<file path="src/rtl/user_pixel_buffer_pkg.sv">
// Shared definitions for the user-domain pixel buffer.
// Holds the OBI request/response struct types used on the CPU port, the
// register-window offsets, the STATUS/CTRL bit positions, the bit that
// selects the register window and the default storage depth.
package user_pixel_buffer_pkg;

   localparam int unsigned OBI_AW  = 32;
   localparam int unsigned OBI_DW  = 32;
   localparam int unsigned OBI_IDW = 4;

   typedef struct packed {
      logic [OBI_AW-1:0]   addr;
      logic                we;
      logic [OBI_DW/8-1:0] be;
      logic [OBI_DW-1:0]   wdata;
      logic [OBI_IDW-1:0]  aid;
   } upb_obi_a_t;

   typedef struct packed {
      logic       req;
      upb_obi_a_t a;
   } upb_obi_req_t;

   typedef struct packed {
      logic [OBI_DW-1:0]  rdata;
      logic [OBI_IDW-1:0] rid;
      logic               err;
   } upb_obi_r_t;

   typedef struct packed {
      logic       gnt;
      logic       rvalid;
      upb_obi_r_t r;
   } upb_obi_rsp_t;

   // addr[WIN_SEL_BIT]=0 selects pixel storage, =1 selects registers
   localparam int unsigned WIN_SEL_BIT = 8;

   // register word offsets (addr[3:2])
   localparam logic [1:0] REG_STATUS = 2'd0;
   localparam logic [1:0] REG_CTRL   = 2'd1;

   // STATUS fields: [15:0] holds the served-read count
   localparam int unsigned ST_ERR_BIT = 16;
   localparam int unsigned ST_VLD_BIT = 17;

   // CTRL fields
   localparam int unsigned CTRL_LOCK_BIT = 0;
   localparam int unsigned CTRL_CLR_BIT  = 1;

   localparam int unsigned DEFAULT_DEPTH = 64;

endpackage

</file>
<file path="src/rtl/user_pixel_rom_port.sv">
// Byte read port serving the accelerator's ROM fetch interface.
// Ports:
//   clk_i, rst_i      clock / asynchronous active-high reset
//   rom_req_i         level-held read request
//   rom_addr_i        requested byte index
//   clr_i             clears the read count and the range-error sticky
//   rd_addr_o         storage read-mux select (byte index)
//   rd_data_i         storage byte at rd_addr_o
//   rom_data_o        returned byte, held while rom_valid_o is low
//   rom_valid_o       one-cycle response pulse
//   count_o           accepted-read count (wraps)
//   err_o             sticky out-of-range flag
module user_pixel_rom_port
   import user_pixel_buffer_pkg::*;
#(
   parameter int unsigned Depth = DEFAULT_DEPTH,
   parameter int unsigned AW    = $clog2(Depth)
) (
   input  logic          clk_i,
   input  logic          rst_i,
   input  logic          rom_req_i,
   input  logic [31:0]   rom_addr_i,
   input  logic          clr_i,
   output logic [AW-1:0] rd_addr_o,
   input  logic [7:0]    rd_data_i,
   output logic [7:0]    rom_data_o,
   output logic          rom_valid_o,
   output logic [15:0]   count_o,
   output logic          err_o
);

   logic        valid_q, valid_d;
   logic [7:0]  data_q, data_d;
   logic [15:0] count_q, count_d;
   logic        err_q, err_d;
   logic        accept, in_range;

   // A pending response blocks the next accept, so a held request is
   // answered at most every other cycle.
   assign accept    = rom_req_i && !valid_q;
   assign in_range  = rom_addr_i < 32'(Depth);
   assign rd_addr_o = rom_addr_i[AW-1:0];

   always_comb begin
      valid_d = accept;
      data_d  = data_q;
      count_d = count_q;
      err_d   = err_q;
      if (accept) begin
         data_d  = in_range ? rd_data_i : 8'h00;
         count_d = count_q + 16'd1;
         if (!in_range) err_d = 1'b1;
      end
      // a clear in the same cycle as an accept discards that accept's effect
      if (clr_i) begin
         count_d = '0;
         err_d   = 1'b0;
      end
   end

   always_ff @(posedge clk_i or posedge rst_i) begin
      if (rst_i) begin
         valid_q <= 1'b0;
         data_q  <= '0;
         count_q <= '0;
         err_q   <= 1'b0;
      end else begin
         valid_q <= valid_d;
         data_q  <= data_d;
         count_q <= count_d;
         err_q   <= err_d;
      end
   end

   assign rom_data_o  = data_q;
   assign rom_valid_o = valid_q;
   assign count_o     = count_q;
   assign err_o       = err_q;

endmodule

</file>
<file path="src/rtl/user_pixel_buffer.sv">
// Writable pixel store replacing a fixed ROM in the user domain.
// The CPU loads and inspects pixels through an OBI subordinate port; the
// accelerator reads single bytes through the ROM fetch port.
// Ports:
//   clk_i, rst_i   clock / asynchronous active-high reset
//   obi_req_i      OBI request (req, addr/we/be/wdata/aid)
//   obi_rsp_o      OBI response (gnt, rvalid, rdata/rid/err)
//   rom_req_i      accelerator byte request, level-held
//   rom_addr_i     accelerator byte index
//   rom_data_o     returned pixel
//   rom_valid_o    response pulse
module user_pixel_buffer
   import user_pixel_buffer_pkg::*;
#(
   parameter type         obi_req_t = upb_obi_req_t,
   parameter type         obi_rsp_t = upb_obi_rsp_t,
   parameter int unsigned Depth     = DEFAULT_DEPTH
) (
   input  logic        clk_i,
   input  logic        rst_i,
   input  obi_req_t    obi_req_i,
   output obi_rsp_t    obi_rsp_o,
   input  logic        rom_req_i,
   input  logic [31:0] rom_addr_i,
   output logic [7:0]  rom_data_o,
   output logic        rom_valid_o
);

   localparam int unsigned AW    = $clog2(Depth);
   localparam int unsigned WORDS = Depth / 4;

   logic [Depth-1:0][7:0] mem_q;
   logic                  lock_q;

   // registered OBI request, processed one cycle after the grant
   logic               req_q, we_q;
   logic [8:2]         addr_q;
   logic [3:0]         be_q;
   logic [31:0]        wdata_q;
   logic [OBI_IDW-1:0] aid_q;

   logic                 win_wr, ctrl_wr, clr;
   logic [31:0]          rdata;
   logic                 err;
   logic [3:0][AW-1:0]   win_idx;
   logic                 word_ok;
   logic [AW-1:0]        rom_rd_addr;
   logic [15:0]          rd_count;
   logic                 rd_err;

   logic unused_addr;
   assign unused_addr = ^{obi_req_i.a.addr[31:9], obi_req_i.a.addr[1:0]};

   always_ff @(posedge clk_i or posedge rst_i) begin
      if (rst_i) begin
         req_q   <= 1'b0;
         we_q    <= 1'b0;
         addr_q  <= '0;
         be_q    <= '0;
         wdata_q <= '0;
         aid_q   <= '0;
      end else begin
         req_q <= obi_req_i.req;
         if (obi_req_i.req) begin
            we_q    <= obi_req_i.a.we;
            addr_q  <= obi_req_i.a.addr[8:2];
            be_q    <= obi_req_i.a.be;
            wdata_q <= obi_req_i.a.wdata;
            aid_q   <= obi_req_i.a.aid;
         end
      end
   end

   assign word_ok = {1'b0, addr_q[7:2]} < 7'(WORDS);

   always_comb begin
      for (int i = 0; i < 4; i++) win_idx[i] = AW'({addr_q[7:2], 2'(i)});
   end

   always_comb begin
      win_wr  = 1'b0;
      ctrl_wr = 1'b0;
      rdata   = '0;
      err     = 1'b0;
      if (req_q) begin
         if (!addr_q[WIN_SEL_BIT]) begin
            if (!word_ok) begin
               err = 1'b1;
            end else if (we_q) begin
               if (lock_q) err = 1'b1;
               else        win_wr = 1'b1;
            end else begin
               for (int i = 0; i < 4; i++) rdata[8*i +: 8] = mem_q[win_idx[i]];
            end
         end else begin
            case (addr_q[3:2])
               REG_STATUS: begin
                  if (we_q) err = 1'b1;
                  else begin
                     rdata[15:0]       = rd_count;
                     rdata[ST_ERR_BIT] = rd_err;
                     rdata[ST_VLD_BIT] = rom_valid_o;
                  end
               end
               REG_CTRL: begin
                  if (we_q) ctrl_wr = 1'b1;
                  else      rdata[CTRL_LOCK_BIT] = lock_q;
               end
               default: err = 1'b1;
            endcase
         end
      end
   end

   // CLR is a write-only strobe; it never occupies a register bit
   assign clr = ctrl_wr && be_q[0] && wdata_q[CTRL_CLR_BIT];

   always_comb begin
      obi_rsp_o         = '0;
      obi_rsp_o.gnt     = obi_req_i.req;
      obi_rsp_o.rvalid  = req_q;
      obi_rsp_o.r.rdata = rdata;
      obi_rsp_o.r.rid   = aid_q;
      obi_rsp_o.r.err   = err;
   end

   always_ff @(posedge clk_i or posedge rst_i) begin
      if (rst_i) begin
         mem_q  <= '0;
         lock_q <= 1'b0;
      end else begin
         for (int i = 0; i < 4; i++)
            if (win_wr && be_q[i]) mem_q[win_idx[i]] <= wdata_q[8*i +: 8];
         if (ctrl_wr && be_q[0]) lock_q <= wdata_q[CTRL_LOCK_BIT];
      end
   end

   // ROM reads sample mem_q before this cycle's OBI write lands
   user_pixel_rom_port #(
      .Depth (Depth)
   ) u_rom_port (
      .clk_i       (clk_i),
      .rst_i       (rst_i),
      .rom_req_i   (rom_req_i),
      .rom_addr_i  (rom_addr_i),
      .clr_i       (clr),
      .rd_addr_o   (rom_rd_addr),
      .rd_data_i   (mem_q[rom_rd_addr]),
      .rom_data_o  (rom_data_o),
      .rom_valid_o (rom_valid_o),
      .count_o     (rd_count),
      .err_o       (rd_err)
   );

endmodule

</file>
<file path="config.mk">
export PLATFORM = sky130hd
export DESIGN_NAME = user_pixel_buffer
export DESIGN_NICKNAME = d
export VERILOG_FILES = /design/src/rtl/user_pixel_buffer_pkg.sv /design/src/rtl/user_pixel_rom_port.sv /design/src/rtl/user_pixel_buffer.sv
export SDC_FILE = /design/constraint.sdc
export NUM_CORES = 1
export LEC_CHECK = 0
export ABC_CLOCK_PERIOD_IN_PS = 21600
export BUFFER_PORTS_ARGS = -buffer_cell sky130_fd_sc_hd__buf_2
export CAP_MARGIN = 20
export CORE_AREA = 3 3 253 255
export DETAILED_ROUTE_END_ITERATION = 12
export DIE_AREA = 0 0 256 258
export GPL_TIMING_DRIVEN = 0
export PLACE_DENSITY_LB_ADDON = 0.1
export SLEW_MARGIN = 20
export SYNTH_ARGS = -nofsm -noshare
export SYNTH_HDL_FRONTEND = slang
export SYNTH_HIERARCHICAL = 1
export SYNTH_SLANG_ARGS = --single-unit
export TNS_END_PERCENT = 10
</file>
<file path="constraint.sdc">
create_clock -name clk_i -period 21.6 [get_ports clk_i]
set_input_delay 2.16 -clock clk_i [delete_from_list [all_inputs] [get_ports clk_i]]
set_output_delay 2.16 -clock clk_i [all_outputs]
set_load 0.03 [all_outputs]
</file>
==> reports/metrics.cfg <==
[route]
first_pass_iters=7
routedWlPerCell_um=40.5
postRouteWirelength_um=125000
postRouteAntennaNets=0
avgViaCountPerCell=7.01
drc=0
drt_iter0_markers=2890
num_vias=21600

[global_routing]
grt_max_degree=105
grt_pass1_wl_um=173000
grt_pass1_vias=21900
grt_overflow=0
gr-usage-all-layers_pct=38.1
antenna_found_initial=6

[floorplan]
die-area_sq_um=66000
ioPinCount=157
placementRows=91
die_x_um=256
die_y_um=258
core_area_sq_um=61800
start_util_pct=49.9

[cts]
clkTransAtPathRegs_ps=50
clock_sinks=588
cts_resized=0
cts_tree=yes
clock_path_buffers=3
worst_skew_pair.late_latency_ps=620
cts_root_buf=clkbuf_16
htree_levels=3
post_cts_buffers=0
cts_buffers=68
postCtsHoldBufs=0

[synth]
synth_top_area_cell=dfrtp_1
ys_warn_count=6
synth_commonest_cells=588 x dfrtp_1, 541 x mux2_2, 288 x mux4_2
synth_nets=2102
synth_cells=1992
yosysUniqueCellTypes=50
ys_top_cells_by_area=dfrtp_1 48%, mux4_2 21%, mux2_2 20%
ys_seq_elements=588
yosysMostFrequentCell=dfrtp_1
syn_avg_cell_area_sq_um=15.5
syn_area_sq_um=30800
ys_seq_area_share_pct=47.7
synth_enable_flop_cells=0
synth_flop_cell=dfrtp_1
synth_top_area_share_pct=47.7
ys_async_sr_fraction_pct=100

[pwr]
leakage_nw=16.2
p_per_area_nw_per_um2=79.6
irDropWorstVdd_v=0.0000549

[layout]
drive_above_1_share_pct=53.9
utilization_pct=56.4
finalNonFillerCells=3083
finalNetCount=2304
fillers=5005
area_growth_pct=13.1

[place]
routabilityCongestion=1.01
dp_hpwl_um=90700
io_buffers=125
placed_cells=2961

[sta]
slew_headroom_pct=15.6
finalSetupViolCount=0
period_share_pct=27.5
worst_slew_pin_slew_ps=1270
max_freq_ghz=0.168
clock-skew-final_ps=23.7
maxSlewViolCount=0
min_period_ps=5940
rsz0062_at_grt=no
hold_viol=0

[setup_path]
crit_path_end_kind=output pin
critical_path_class=reg2out
cp-start-kind=flip-flop
arrival_ps=3780
r2r_start=addr_q[2]
r2r-end=mem_q[421]
cp_data_required_time_ps=19440
r2r_slack_ps=18430
crit_fanout=10
r2r_cells=6

[hold_path]
hp-start=u_rom_port/rom_data_o[6]
hold_depth=2
min_to=u_rom_port/rom_data_o[6]
hp-class=reg2reg

[outcome]
status=finished, final reports clean

[job]
max-cap-violations=0

==> cells in the final DEF, fill, tap and decap left out, types with 9 or more instances in the layout <==
cell,n
a21oi_1,44
nand2b_1,10
mux2i_1,21
clkinv_2,11
o221ai_1,9
dfrtp_1,588
clkbuf_16,70
buf_4,30
nand2_1,53
mux2_1,22
nor4_1,9
a211oi_1,10
mux2_2,541
nand2_2,41
xor2_1,12
clkbuf_1,79
nor2_1,44
nor2b_1,23
clkbuf_8,11
buf_6,12
o21ai_0,16
o22ai_1,17
buf_2,170
mux4_2,288
==> worst max-delay path by stage <==
stage	start	endpoint	slack (ps)	depth (start not counted)
after floorplan	rst_i	addr_q[2]	3720	1
after detailed placement	rom_addr_i[4]	u_rom_port/rom_data_o[7]	16010	10
final	addr_q[3]	obi_rsp_o[34]	15660	8
after global routing	addr_q[2]	obi_rsp_o[8]	15660	9
after global placement	rst_i	mem_q[95]	-2500	2
after CTS	addr_q[3]	obi_rsp_o[34]	15700	8
==> metrics by stage <==
stage	TNS, ps	total power [mW]	hold slack (ps)	instance area (sq um)	worst slack, ps
final	0	2.77	470	34900	15660
after CTS	0	2.77	479	34900	15700
after global routing	0	2.84	511	34900	15660
after floorplan	0	1.47	472	30800	3720
after global placement	-1349550	1.63	462	32500	-2500
after detailed placement	0	1.64	467	32700	16010
==> critical path, stage by stage (launching register included) <==
cell	delay, ps
dfrtp_1	330
clkbuf_2	140
buf_6	200
buf_2	430
buf_2	620
mux4_2	480
mux4_2	540
nor2b_1	180
buf_2	230
==> sequential cells by signal, indices dropped and copies added (netlist names), 4 cells and up <==
register and count:
mem_q 512, wdata_q 32, u_rom_port/count_o 16, u_rom_port/rom_data_o 8, addr_q 7, aid_q 4, be_q 4
==> kinds of logic after synthesis <==
kind of cell	share of synthesized area [%]
xor+xnor	0.369
simple gates	4.21
buf+inv	2.77
flops	47.7
fa+ha+maj	0.0406
compound gates	2.58
mux	42.3
==> report_power, final <==
group	total (mW)	switching (mW)	internal (mW)
sequential	1.24	0.0797	1.16
clock	1.14	0.481	0.660
combinational	0.391	0.233	0.158
total	2.77	0.793	1.98
==> layer usage <==
metal | global-route usage (%) | wire length [um] | vias up
met1 | 47.9 | 44900 | 11400
met5 | 0 | 60 | -
met4 | 24.5 | 10300 | 10
li1 | - | - | 8147
met2 | 56.9 | 54900 | 1621
met3 | 12.6 | 14800 | 456
==> layout make-up <==
cell class	count	area (sq um)	area share, %
diodes	1	2.50	0.00718
plain buffers	154	842	2.42
clock buffers	102	1980	5.69
clock inverters	19	174	0.499
inverters	4	22.5	0.0646
multi-input cells	1246	15300	43.8
flip-flops and latches	588	14700	42.2
well taps	837	1050	3.00
repair buffers	132	818	2.35
No activity file was read; power rests on OpenSTA's default activity.
